<file path="src/rtl/paddle_key_controller.sv">
// paddle_key_controller: turns raw board keys into a per-frame paddle position with serve and pause controls
//   clk      game clock (divided pixel clock)
//   reset    asynchronous assert, synchronous release, active-low
//   keys     raw active-high keys: [0]=left [1]=right [2]=serve [3]=pause
//   vsync    vertical sync, active-high
//   hpaddle  paddle position, clamped to [PADDLE_MIN,PADDLE_MAX]
//   serve    one-clock serve pulse (suppressed while paused)
//   paused   pause state level
//   frame    one-clock pulse on the synced vsync rising edge
//   Define PADDLE_WRAP_EN to wrap around the range instead of saturating.
module paddle_key_controller #(
    parameter int PADDLE_W     = 8,
    parameter int PADDLE_MIN   = 0,
    parameter int PADDLE_MAX   = 240,
    parameter int DEBOUNCE_CYC = 16,
    parameter int SPEED_MAX    = 4,
    parameter int ACCEL_FRAMES = 8
) (
    input  logic                clk,
    input  logic                reset,
    input  logic [3:0]          keys,
    input  logic                vsync,
    output logic [PADDLE_W-1:0] hpaddle,
    output logic                serve,
    output logic                paused,
    output logic                frame
);
    localparam int CW = $clog2(DEBOUNCE_CYC + 1);
    localparam int SW = $clog2(SPEED_MAX + 1);
    localparam int HW = $clog2(ACCEL_FRAMES + 1);
    localparam int XW = PADDLE_W + 2;
    localparam logic signed [XW-1:0] LO = XW'(PADDLE_MIN);
    localparam logic signed [XW-1:0] HI = XW'(PADDLE_MAX);
    localparam logic [PADDLE_W-1:0] MID = PADDLE_W'((PADDLE_MIN + PADDLE_MAX) / 2);
    typedef enum logic [1:0] {IDLE, MOVE_L, MOVE_R, PAUSED} state_t;
    state_t state;
    logic [3:0] k_s1, k_s2, deb, deb_q;
    logic [CW-1:0] cnt [4];
    logic v_s1, v_s2, v_q;
    logic [SW-1:0] speed, eff_spd, spd_up;
    logic [HW-1:0] hold, hold_inc;
    logic frame_c, srv_e, pse_e, lo, ro, go, same, acc;
    logic signed [XW-1:0] pos_x, step_x, sum, nxt;
    always_ff @(posedge clk or negedge reset) begin
        if (!reset) begin
            k_s1  <= '0;
            k_s2  <= '0;
            v_s1  <= 1'b0;
            v_s2  <= 1'b0;
            v_q   <= 1'b0;
            deb   <= '0;
            deb_q <= '0;
            for (int i = 0; i < 4; i++) cnt[i] <= '0;
        end else begin
            k_s1  <= keys;
            k_s2  <= k_s1;
            v_s1  <= vsync;
            v_s2  <= v_s1;
            v_q   <= v_s2;
            deb_q <= deb;
            // a key flips only after DEBOUNCE_CYC consecutive differing samples
            for (int i = 0; i < 4; i++)
                if (k_s2[i] == deb[i]) cnt[i] <= '0;
                else if (cnt[i] == CW'(DEBOUNCE_CYC - 1)) begin
                    cnt[i] <= '0;
                    deb[i] <= k_s2[i];
                end else cnt[i] <= cnt[i] + CW'(1);
        end
    end
    assign frame_c = v_s2 & ~v_q;
    assign srv_e   = deb[2] & ~deb_q[2];
    assign pse_e   = deb[3] & ~deb_q[3];
    assign lo      = deb[0] & ~deb[1];
    assign ro      = deb[1] & ~deb[0];
    assign go      = lo | ro;
    // continuing in the same direction keeps the built-up speed; a new direction restarts at 1
    assign same     = (lo && state == MOVE_L) || (ro && state == MOVE_R);
    assign eff_spd  = same ? speed : SW'(1);
    assign hold_inc = (same ? hold : '0) + HW'(1);
    assign acc      = hold_inc == HW'(ACCEL_FRAMES);
    assign spd_up   = eff_spd == SW'(SPEED_MAX) ? eff_spd : eff_spd + SW'(1);
    assign pos_x    = {2'b00, hpaddle};
    assign step_x   = XW'(eff_spd);
    assign sum      = lo ? pos_x - step_x : pos_x + step_x;
`ifdef PADDLE_WRAP_EN
    // overshoot past one end continues from the other end
    assign nxt = sum > HI ? sum - HI - XW'(1) + LO :
                 sum < LO ? sum - LO + XW'(1) + HI : sum;
`else
    assign nxt = sum > HI ? HI : sum < LO ? LO : sum;
`endif
    always_ff @(posedge clk or negedge reset) begin
        if (!reset) begin
            state   <= IDLE;
            hpaddle <= MID;
            speed   <= SW'(1);
            hold    <= '0;
            serve   <= 1'b0;
            paused  <= 1'b0;
            frame   <= 1'b0;
        end else begin
            frame <= frame_c;
            // a pause edge in the same clock swallows the serve edge
            serve <= srv_e & ~pse_e & ~paused;
            if (pse_e) begin
                paused <= ~paused;
                state  <= state == PAUSED ? IDLE : PAUSED;
                if (state == PAUSED) begin
                    speed <= SW'(1);
                    hold  <= '0;
                end
            end else if (frame_c && state != PAUSED) begin
                state   <= go ? (lo ? MOVE_L : MOVE_R) : IDLE;
                hpaddle <= go ? PADDLE_W'(nxt) : hpaddle;
                speed   <= go ? (acc ? spd_up : eff_spd) : SW'(1);
                hold    <= go ? (acc ? '0 : hold_inc) : '0;
            end
        end
    end
endmodule

</file>
<file path="config.mk">
export PLATFORM = sky130hd
export DESIGN_NAME = paddle_key_controller
export DESIGN_NICKNAME = d
export VERILOG_FILES = /design/src/rtl/paddle_key_controller.sv
export SDC_FILE = /design/constraint.sdc
export NUM_CORES = 1
export LEC_CHECK = 0
export ABC_CLOCK_PERIOD_IN_PS = 4100
export CAP_MARGIN = 5
export CELL_PAD_IN_SITES_DETAIL_PLACEMENT = 1
export CELL_PAD_IN_SITES_GLOBAL_PLACEMENT = 2
export CORE_MARGIN = 3
export CORE_UTILIZATION = 35
export CTS_CLUSTER_SIZE = 28
export DETAILED_ROUTE_END_ITERATION = 8
export GPL_ROUTABILITY_DRIVEN = 0
export PLACE_DENSITY = 0.8
export SYNTH_ARGS = -nofsm -noshare
export SYNTH_HDL_FRONTEND = slang
export SYNTH_SLANG_ARGS = --single-unit
</file>
<file path="constraint.sdc">
create_clock -name clk -period 4.1 [get_ports clk]
set_input_delay 0.82 -clock clk [delete_from_list [all_inputs] [get_ports clk]]
set_output_delay 0.82 -clock clk [all_outputs]
set_load 0.02 [all_outputs]
</file>
* After elaboration in Yosys (flattened, before gate mapping)
Cells that the tools add are included.
** Operators by class
- Add/sub/neg operators :: 8
- Magnitude comparators :: 2
- Equal/unequal tests :: 15
- Multiplexer cells :: 29
- Bitwise operators :: 19
- Reduce and logical (&&, ||, !) cells :: 11
** Operators by type and width (number)
- $mux 5 :: 8
- $mux 4 :: 6
- $mux 3 :: 7
- $add 5x1->5 const B :: 4
- $eq 5x4->1 const B :: 4
- $mux 8 :: 2
- $not 1->1 :: 11
- $gt 10x9->1 const B :: 1
- $lt 10x1->1 const B :: 1
- $mux 10 :: 1
- $mux 2 :: 5
- $reduce_and 2->1 :: 5
- $add 8x3->9 :: 1
- $sub 8x3->9 :: 1
- $and 1x1->1 :: 7
- $add 4x1->4 const B :: 1
- $eq 1x1->1 :: 4
- $eq 2x2->1 const B :: 2
- $eq 4x4->1 const B :: 1
- $add 3x1->3 const B :: 1
- $eq 3x3->1 const B :: 1
- $logic_and 1x1->1 :: 3
- $reduce_and 3->1 :: 1
- $eq 2x1->1 const B :: 1
- 5 further kinds :: 5
** Storage, ports and cells
- Register bits :: 59

* Longest topological paths before layout
Gate-level depths: netlist of the first run.
- Word-level depth :: 11
- Depth in mapped cells :: 16
- Depth with buffers taken out :: 15

* Worst setup path before layout of the first run
No wires, ideal clock.
- Kind :: reg2reg
- Start :: register deb[1]
- End :: register hpaddle[3]
- Arrival time :: 3.120 ns
- Required time :: 4.040 ns
- Path slack :: 0.920 ns
- Stages on the path, launching flop included :: 15
- Clock period less this slack :: 3.180 ns
- Cells stage by stage :: dfrtp_1 > inv_1 > ha_1 > buf_2 > nand3b_1 > nand2_1 > nand2_1 > ha_1 > or4b_4 > o31ai_1 > o211ai_1 > xnor2_1 > and3_4 > a2111oi_2 > a211o_1
** On the way
- Cells in the longest elaborated chain, start to end :: 10
- Elaborated cells on any way between the ends :: 16
- Classes of those cells :: 2 x add/sub; 2 x order compare; 4 x mux; 4 x bitwise; 4 x reduce/logical
** RTL lines
- from (decl) :: RTL line 37 : logic [3:0] k_s1, k_s2, deb, deb_q;
- from (signal, indexed assignment) :: RTL line 66 : deb[i] <= k_s2[i];
- $not 1->1 :: RTL line 73 : assign lo = deb[0] & ~deb[1];
- $and 1x1->1 :: RTL line 73
- $logic_and 1x1->1 :: RTL line 77 : assign same = (lo && state == MOVE_L) || (ro && state == MOVE_R);
- $logic_or 1x1->1 :: RTL line 77
- $mux 3 :: RTL line 78 : assign eff_spd = same ? speed : SW'(1);
- $add 8x3->9 or $sub 8x3->9 (tied branches) :: RTL line 84 : assign sum = lo ? pos_x - step_x : pos_x + step_x;
- $mux 10 :: RTL line 84
- $lt 10x1->1 :: RTL line 90 : assign nxt = sum > HI ? HI : sum < LO ? LO : sum;
- $mux 8 (2 in a row) :: RTL line 90
- to (signal assigned) :: RTL line 114 : hpaddle <= go ? PADDLE_W'(nxt) : hpaddle;
- to (decl) :: RTL line 23 : output logic [PADDLE_W-1:0] hpaddle,
Parallel ways exist; a longest one is shown, timed or not.
A chain may end at the register's enable or synchronous reset.

* Worst setup path in the final report of the first run
Same ends and word-level chain as after synthesis.

==> impl_metrics.csv, run 1 <==
group,metric,value,unit
clock_tree,postCtsHoldBufs,0,
flow_run,drv_cap,0,
timing,fin_crit,3.70,ns
route,routedWlPerCell,15.4,um
clock_tree,path_clk_slew,0.08,ns
grt,met3_usage,4.29,%
floorplan,fp.dieW,98.0,um
route,drt_iter0_markers,103,
synthesis,ys_ff_latch,57,
synthesis,synth-seq-area-share,48.4,%
critical_path,crit_chain,"inv_1 -> ha_2 -> nand3b_1 -> nand2_1 -> nand2_1 -> ha_1 -> or4b_4 -> o31ai_1 -> o211ai_1 -> xnor2_1 -> and3_4 -> a2111oi_2 -> a211o_1",
power,p_sw,0.289,mW
grt,grt_max_degree,33,
placed_design,dp_slack,0.367,ns
clock_tree,clkLatencyLatePin,0.34,ns
timing,finalHoldViolCount,0,
critical_path,cp_num_buf_inv,1,
floorplan,num_io_pins,18,
synthesis,ys_types,53,
power,p_seq_share,47.8,%
layout,diodes,0,
floorplan,coreArea,7970,um^2
clock_tree,cts_num_sinks,57,
critical_path,cp_top_family,"simple AND/OR/NAND/NOR gates",
grt,use_met1,19.7,%
route,drt_wl_total,6370,um
route,drt-pass1-iter-count,4,
power,power_frac_comb,3.8,%
timing,layout_setup_ws,0.401,ns
synthesis,syn_area_per_cell,10.5,um^2
clock_tree,numCtsBuffers,9,
critical_path,worst_path_max_delay_cell,"or4b_4",
grt,grt.busiest_layer,"met2",
grt,grt_antenna_before_repair,0,
timing,max_freq,270,MHz
timing,tightest_slew,0.587,ns
placed_design,port_buffers,17,
synthesis,synth-edff-count,0,
grt,met2_usage,22.3,%
layout,area_growth,17.0,%
worst_hold_path,holdPathStages,0,
outcome,status,"complete, no violations",
layout,drive_gt1_share,12.2,%
synthesis,async_flop_share,100,%
route,drc,0,
critical_path,end_kind,"flop",
critical_path,r2r_slack,0.40,ns
floorplan,fp-row-count,32,
floorplan,die_h,98.0,um
critical_path,r2r-end,"hpaddle[3]",
synthesis,synth_ff_type,"dfrtp_1",
power,powerDensity,356,nW/um^2
critical_path,critical_path_class,"reg -> reg",
floorplan,initial_utilization,37.1,%
grt,overflow,0,
route,viasPerCell,5.15,
floorplan,dieArea,9590,um^2
power,intPower,0.943,mW
power,peakVddDrop,0.209,mV
route,num_vias,2127,
synthesis,yosysWarningCount,0,
clock_tree,cts_tree,"yes",
critical_path,critPathArrivalTime,3.99,ns
timing,finalCritPeriodShare,90.2,%
critical_path,critPathMaxStageDelay,0.59,ns
critical_path,reg2reg_from,"deb[1]",
placed_design,hpwl,4640,um
grt,grt_pass1_vias,2252,
worst_hold_path,holdPathEnd,"v_s2",
layout,nets,331,
clock_tree,clockRootBuffer,"clkbuf_8",
grt,grt_usage,14.4,%
grt,grt_pass1_wl,11100,um
critical_path,r2r_cells,13,
layout,fill_cells,872,
timing,grt_setup_unrepaired,"false",
worst_hold_path,hold_class,"reg -> reg",
critical_path,cp-start-kind,"flop",
timing,maxSlewViolCount,0,
timing,clock_skew,0.0162,ns
timing,finalSetupViolations,0,
synthesis,synth_cells,281,
synthesis,synth_area,2960,um^2
synthesis,syn-num-nets,306,
clock_tree,h-tree-depth,3,
critical_path,path_common_cell,"nand2_1",
critical_path,path_max_fanout,11,
power,swShare,23.5,%
power,leakage,1.60,nW
power,p_clk_share,48.4,%
timing,max_slew_margin,60.9,%
critical_path,crit_required,4.39,ns
worst_hold_path,holdCritStartpoint,"v_s1",
route,antenna_left,0,
clock_tree,cts_buffer_depth,2,
timing,fin_tns_setup,0,ns
-- cells by family after synthesis --
kind of cell,after synthesis,synth area share (%)
compound gates,63,15.6
xor+xnor,19,5.62
fa+ha+maj,18,7.86
buf+inv,21,3.00
flops,57,48.4
mux,3,1.10
simple gates,100,18.4
-- routing by layer --
layer  routed length (um)  share of wire [%]  vias to the layer above
met4                   69                1.1                        0
li1                     -                  -                     1035
met1                 3210                 50                     1063
met3                  136                2.1                        6
met5                    0                  0                        -
met2                 2960                 46                       23
-- power groups by stage --
stage,clock network [mW],logic (mW),registers [mW]
floorplan,0,0.0217,0.598
global placement,0,0.0468,0.599
detailed placement,0,0.0489,0.599
CTS,0.615,0.0492,0.589
global route,0.640,0.0554,0.591
finish,0.597,0.0469,0.589
-- how the worst max path moves through the flow --
stage,startpoint,endpoint,cells after the start
after floorplan,deb[1],hpaddle[3],14
after global placement,deb[1],hpaddle[3],13
after detailed placement,deb[1],hpaddle[3],13
after CTS,deb[1],hpaddle[3],13
after global routing,deb[1],hpaddle[3],13
final,deb[1],hpaddle[3],13
-- cells in the final DEF, fill, tap and decap left out, types with 2 or more instances in the layout --
cell / instances
o21ai_1: 2
a2111oi_0: 2
a21o_1: 3
nand3b_1: 3
or2_2: 2
a22oi_1: 3
xor2_1: 14
buf_4: 3
nor3_1: 4
or3_1: 3
o21ai_0: 18
nand3_1: 9
a22o_1: 4
and3_1: 4
nand2_1: 17
o21bai_1: 3
o21a_1: 3
nor2_1: 27
dfrtp_1: 52
bufinv_16: 2
xnor2_1: 5
nor2b_1: 9
inv_1: 15
clkinv_4: 2
nand2b_1: 3
clkdlybuf4s50_1: 16
a32o_1: 4
ha_1: 16
o31ai_1: 2
dfstp_2: 5
and2_1: 11
clkbuf_8: 9
a21oi_1: 7
mux2_2: 2
o211ai_1: 3
-- worst reg2reg max path: cells and delay by family, from the launching register on --
family	cells	cell delay, ns
adder cells (fa/ha/maj)	2	0.56
AO/OA/AOI/OAI	4	1.05
buffers and inverters	1	0.11
AND/OR/NAND/NOR	5	1.36
XOR/XNOR	1	0.17
flip-flops	1	0.40
-- flip-flops by register name (all words and copies together), names as in the netlist --
signal   count
cnt         20
deb          4
deb_q        2
frame        1
hold         4
hpaddle      8
k_s1         4
k_s2         4
paused       1
serve        1
speed        3
state        2
v_q          1
v_s1         1
v_s2         1
-- area by class of cell --
type,instances,area (um^2),share of cell area (%)
clock buffer,10,128,3.68
clock inverter,6,91.3,2.64
inverter,15,56.3,1.63
multi-input combinational,203,1440,41.6
sequential,57,1430,41.4
tap,102,128,3.68
timing repair buffer,20,188,5.42
-- synthesized netlist by cell type, drive strengths merged, types with 2 or more instances --
cell type / instances / area [um^2]
a2111oi: 3 / 32.5
a211oi: 2 / 20.0
a21o: 3 / 22.5
a21oi: 7 / 35.0
a22o: 4 / 35.0
a22oi: 3 / 22.5
a32o: 4 / 40.0
and2: 11 / 68.8
and3: 5 / 36.3
buf: 4 / 25.0
clkbuf: 2 / 7.51
dfrtp: 52 / 1300
dfstp: 5 / 131
ha: 17 / 213
inv: 15 / 56.3
mux2: 2 / 22.5
nand2: 17 / 63.8
nand2b: 4 / 32.5
nand3: 9 / 45.0
nand3b: 3 / 22.5
nor2: 27 / 101
nor2b: 9 / 56.3
nor3: 5 / 36.3
o211ai: 3 / 22.5
o21a: 3 / 22.5
o21ai: 21 / 109
o21bai: 3 / 22.5
o31ai: 3 / 36.3
or2: 2 / 12.5
or3: 3 / 18.8
xnor2: 5 / 43.8
xor2: 14 / 123
-- per-stage QoR --
| step | utilization [%] | cells | instance area [um^2] | total power, mW | hold WS (ns) |
|---|---|---|---|---|---|
| after CTS | 43.4 | 413 | 3460 | 1.25 | 0.352 |
| after global placement | 40.7 | 397 | 3240 | 0.645 | 0.334 |
| final | 43.5 | 413 | 3460 | 1.23 | 0.349 |
| after global routing | 43.5 | 413 | 3460 | 1.29 | 0.365 |
| after detailed placement | 40.7 | 397 | 3240 | 0.648 | 0.337 |
| after floorplan | - | 281 | 2960 | 0.620 | 0.331 |
-- what timing repair did --
item | 4_1_cts | 5_1_grt
endpoints found under the setup margin | 0 | 1
setup buffers | 0 | 0
gates resized for setup | 0 | 1
Power figures use the tool's default switching activity.
==> run 2: changes to the inputs <==
Settings changed: ABC_CLOCK_PERIOD_IN_PS 4100 to 2950, PLACE_DENSITY 0.8 to 0.83.
Clock period 4.1 ns to 2.95 ns, I/O delays scaled along.
==> impl_metrics.csv, run 2 (synthesized netlist as in run 1, its figures left out) <==
group,metric,value,unit
timing,finalSetupViolations,3,
floorplan,fp.dieW,98.0,um
layout,utilization,49.2,%
clock_tree,path_clk_slew,0.07,ns
timing,tightest_slew,0.587,ns
placed_design,port_buffers,17,
layout,multi_input_area,1600,um^2
layout,drive_gt1_share,30.1,%
critical_path,critical_path_class,"reg -> reg",
placed_design,hpwl,5090,um
outcome,status,"finished, violations left",
floorplan,die_h,98.0,um
route,num_vias,2322,
critical_path,cp_num_buf_inv,2,
timing,maxSlewViolCount,0,
clock_tree,clkLatencyLatePin,0.33,ns
route,drc,0,
route,routedWlPerCell,15.5,um
timing,grt_setup_unrepaired,"true",
placed_design,dp_slack,-0.127,ns
critical_path,crit_required,3.18,ns
timing,fin_tns_setup,-0.190,ns
layout,seq_area,1430,um^2
timing,finalCritPeriodShare,102,%
critical_path,critPathArrivalTime,3.25,ns
timing,layout_setup_ws,-0.0731,ns
layout,layout_common_cells,"dfrtp_1, buf_4, nor2_1",
floorplan,dieArea,9590,um^2
clock_tree,cts_tree,"yes",
clock_tree,cts_buffer_depth,2,
clock_tree,clockRootBuffer,"clkbuf_8",
timing,hold_slack,0.253,ns
route,viasPerCell,5.11,
layout,fill_cells,868,
clock_tree,cts_num_sinks,57,
route,drt_iter0_markers,89,
power,powerDensity,411,nW/um^2
timing,finalHoldViolCount,0,
critical_path,path_max_fanout,4,
grt,grt_antenna_before_repair,0,
layout,top_register,"cnt",
layout,nets,372,
critical_path,critPathMaxStageDelay,0.41,ns
layout,area_growth,32.3,%
critical_path,cp-start-kind,"flop",
timing,max_slew_margin,60.8,%
outcome,violations,"negative setup slack",
layout,final_common_cell,"dfrtp_1",
power,peakVddDrop,0.306,mV
timing,clock_skew,0.0101,ns
clock_tree,postCtsHoldBufs,0,
critical_path,crit_chain,"buf_6 -> ha_4 -> nand3b_1 -> nand2_4 -> nand2b_4 -> ha_4 -> inv_2 -> fa_2 -> and2_4 -> o31ai_2 -> o211ai_1 -> xnor2_1 -> and3_4 -> o211ai_1 -> a32o_1",
layout,final_area,3920,um^2
route,antenna_left,0,
placed_design,placed_cell_area,3500,um^2
grt,grt_max_degree,28,
critical_path,worst_path_max_delay_cell,"dfrtp_1",
grt,overflow,0,
clock_tree,numCtsBuffers,9,
layout,diodes,0,
timing,max_freq,331,MHz
grt,grt_pass1_vias,2520,
grt,grt_usage,15.4,%
route,drt_wl_total,7020,um
worst_hold_path,hold_class,"in -> async",
route,drt-pass1-iter-count,4,
grt,grt_pass1_wl,12000,um
floorplan,initial_utilization,37.1,%
layout,largest_reg_flops,20,
layout,top_regs,"cnt (20), hpaddle (8)",
clock_tree,h-tree-depth,3,
critical_path,end_kind,"flop",
floorplan,num_io_pins,18,
timing,fin_crit,3.02,ns
power,leakage,1.84,nW
floorplan,coreArea,7970,um^2
flow_run,drv_cap,0,
critical_path,cp_top_family,"simple AND/OR/NAND/NOR gates",
floorplan,fp-row-count,32,
==> run 2: cell count changes in the layout (fill, tap and decap cells not counted), moves of 3 or more <==
cell | previous run | this run
buf_4 | 3 | 42
ha_1 | 16 | 10
ha_4 | 0 | 4
inv_1 | 15 | 12
inv_2 | 0 | 3
nand2_1 | 17 | 14
nand2_4 | 0 | 3
o21ai_2 | 1 | 4
==> run 2: layout make-up <==
class	count	share of cell area [%]
inverters	15	1.44
well taps	102	3.26
flip-flops and latches	57	36.6
clock inverters	5	1.41
repair buffers	61	12.8
clock buffers	11	3.61
multi-input cells	203	40.9
==> run 2: per-stage QoR <==
stage	std cells	total power, mW
final	454	1.61
after CTS	451	1.64
after detailed placement	424	0.901
after floorplan	281	0.862
after global routing	454	1.69
after global placement	424	0.898
==> run 2: power breakdown <==
part / leakage [nW] / internal, mW / switching, mW
logic: 1.00 / 0.0281 / 0.0390
clock network: 0.0953 / 0.410 / 0.315
registers: 0.741 / 0.804 / 0.0140
==> run 2: path summary, 6_finish.rpt <==
kind	cells after the start	slack (ns)	from	endpoint
hold / removal	1	0.25	reset	cnt[0]
setup reg to reg	15	-0.07	deb[0]	hpaddle[0]
max in group asynchronous	2	1.97	reset	hpaddle[3]
setup / recovery	15	-0.07	deb[0]	hpaddle[0]
min in group clk	0	0.35	v_s1	v_s2
hold reg to reg	0	0.35	v_s1	v_s2
==> run 2: what timing repair did <==
action | in CTS | in global routing
endpoints found under the setup margin | 4 | 5
gates resized for setup | 7 | 22
pin swaps | 12 | 17
buffers inserted | 12 | 4
==> run 2: worst reg2reg max path, cell delays in order, from the launching register on <==
cell	delay [ns]
dfrtp_1	0.41
buf_6	0.13
ha_4	0.14
nand3b_1	0.16
nand2_4	0.12
nand2b_4	0.12
ha_4	0.13
inv_2	0.03
fa_2	0.35
and2_4	0.17
o31ai_2	0.22
o211ai_1	0.17
xnor2_1	0.18
and3_4	0.23
o211ai_1	0.12
a32o_1	0.24
==> run 2: per-layer routing <==
| layer | track usage, % | vias up | wire, um |
|---|---|---|---|
| met2 | 25.1 | 35 | 3510 |
| met4 | 5.54 | 0 | 48 |
| met1 | 20.0 | 1166 | 3220 |
| li1 | - | 1115 | - |
| met5 | 0 | - | 0 |
| met3 | 3.86 | 6 | 245 |
==> run 3: changes to the inputs <==
--- a/config.mk
+++ b/config.mk
@@ -11,2 +11,3 @@
 export CELL_PAD_IN_SITES_GLOBAL_PLACEMENT = 2
+export CORE_ASPECT_RATIO = 0.75
 export CORE_MARGIN = 3
@@ -16,2 +17,3 @@
 export GPL_ROUTABILITY_DRIVEN = 0
+export HOLD_SLACK_MARGIN = 0.06
 export PLACE_DENSITY = 0.83
--- a/constraint.sdc
+++ b/constraint.sdc
@@ -3,2 +3,2 @@
 set_output_delay 0.59 -clock clk [all_outputs]
-set_load 0.02 [all_outputs]
+set_load 0.05 [all_outputs]
==> impl_metrics.csv, run 3 (synthesized netlist as in run 1, its figures left out) <==
group,metric,value,unit
timing,fin_crit,3.07,ns
clock_tree,path_clk_slew,0.05,ns
clock_tree,numCtsBuffers,9,
clock_tree,clkLatencyLatePin,0.32,ns
layout,drive_gt1_share,32.3,%
critical_path,worst_path_max_delay_cell,"or4b_4",
timing,clock_skew,0.00416,ns
floorplan,coreArea,8060,um^2
grt,grt_usage,17.8,%
timing,grt_setup_unrepaired,"true",
placed_design,dp_slack,-0.151,ns
route,routedWlPerCell,17.6,um
clock_tree,cts_tree,"yes",
power,leakage,1.90,nW
layout,layout_common_cells,"dfrtp_1, buf_4, nor2_1",
critical_path,cp-start-kind,"flop",
power,peakVddDrop,0.323,mV
route,drt_iter0_markers,188,
floorplan,die_h,85.6,um
timing,max_slew_margin,48.7,%
clock_tree,cts_buffer_depth,2,
layout,nets,373,
layout,largest_reg_flops,20,
critical_path,crit_chain,"inv_2 -> ha_4 -> nand3b_1 -> nand2_4 -> nand2_4 -> ha_4 -> or4b_4 -> o31ai_2 -> o211ai_1 -> xnor2_1 -> and3_4 -> o211ai_1 -> a32o_1",
timing,hold_slack,0.343,ns
outcome,status,"finished, violations left",
critical_path,cp_top_family,"simple AND/OR/NAND/NOR gates",
flow_run,drv_cap,0,
placed_design,port_buffers,17,
grt,grt_antenna_before_repair,0,
clock_tree,postCtsHoldBufs,0,
route,antenna_left,0,
clock_tree,cts_num_sinks,57,
route,drt-pass1-iter-count,4,
placed_design,hpwl,5200,um
critical_path,cp_num_buf_inv,1,
timing,finalHoldViolCount,0,
layout,area_growth,38.4,%
grt,grt_pass1_wl,13500,um
outcome,violations,"negative setup slack",
critical_path,path_max_fanout,4,
critical_path,end_kind,"flop",
timing,max_freq,326,MHz
route,viasPerCell,5.20,
route,drt_wl_total,8060,um
layout,top_register,"cnt",
floorplan,initial_utilization,36.7,%
critical_path,critPathMaxStageDelay,0.53,ns
critical_path,critPathArrivalTime,3.27,ns
worst_hold_path,hold_class,"in -> async",
layout,final_common_cell,"dfrtp_1",
floorplan,num_io_pins,18,
floorplan,fp.dieW,112,um
layout,diodes,0,
critical_path,crit_required,3.16,ns
power,powerDensity,463,nW/um^2
clock_tree,clockRootBuffer,"clkbuf_16",
timing,tightest_slew,0.769,ns
grt,grt_pass1_vias,2660,
timing,maxSlewViolCount,0,
timing,fin_tns_setup,-0.362,ns
floorplan,dieArea,9610,um^2
timing,finalSetupViolations,4,
clock_tree,h-tree-depth,3,
floorplan,fp-row-count,28,
timing,layout_setup_ws,-0.117,ns
critical_path,critical_path_class,"reg -> reg",
layout,top_regs,"cnt (20), hpaddle (8)",
grt,overflow,0,
timing,finalCritPeriodShare,104,%
route,num_vias,2381,
route,drc,0,
grt,grt_max_degree,35,
run 3: cell types whose count changed in the layout (fill, tap and decap cells not counted), moves of 2 or more:
cell and change:
nor2_2 -2, dfrtp_2 +2, a21oi_1 -3, dfrtp_1 -2, nor2_4 +3, clkbuf_8 -10
clkbuf_16 +9, ha_1 -2, a21oi_2 +3
run 3: area by class of cell:
type	instances	area (um^2)
fill	870	3960
clock buffer	11	233
inverter	15	56.3
sequential	57	1440
multi-input combinational	203	1670
clock inverter	5	56.3
tap	105	131
timing repair buffer	62	510
run 3: through the flow:
stage | std cells | cell area (um^2) | power [mW] | util [%]
2_1_floorplan | 281 | 3030 | 0.864 | -
3_3_place_gp | 425 | 3490 | 0.902 | 43.3
3_5_place_dp | 425 | 3490 | 0.905 | 43.3
4_1_cts | 456 | 3970 | 1.93 | 49.2
5_1_grt | 458 | 4090 | 1.98 | 50.8
6_report | 458 | 4090 | 1.90 | 50.8
run 3: final timing paths:
path,to,slack [ns],startpoint,cells past startpoint
worst max-delay path,hpaddle[0],-0.12,deb[1],13
worst min-delay path,cnt[7],0.34,reset,1
worst max register to register,hpaddle[0],-0.12,deb[1],13
worst min register to register,v_s2,0.35,v_s1,0
max in group asynchronous,hpaddle[6],1.85,reset,2
min in group clk,v_s2,0.35,v_s1,0
run 3: power by group:
group	switching [mW]	internal, mW	leakage [nW]
clock network	0.353	0.651	0.139
logic	0.0443	0.0286	1.02
registers	0.0145	0.806	0.738
total	0.411	1.49	1.90
run 3: timing repair:
item | in CTS | in global routing
resized for setup | 17 | 26
setup endpoints to repair | 4 | 6
buffers inserted | 15 | 2
pin swaps | 12 | 17
run 3: routing by layer:
layer  global-route usage [%]  vias up  part of all wire [%]
met4                     6.00        0                   1.2
met3                     4.44       10                   3.7
met1                     23.2     1208                    45
li1                         -     1124                     -
met2                     29.2       39                    50
met5                        0        -                     0
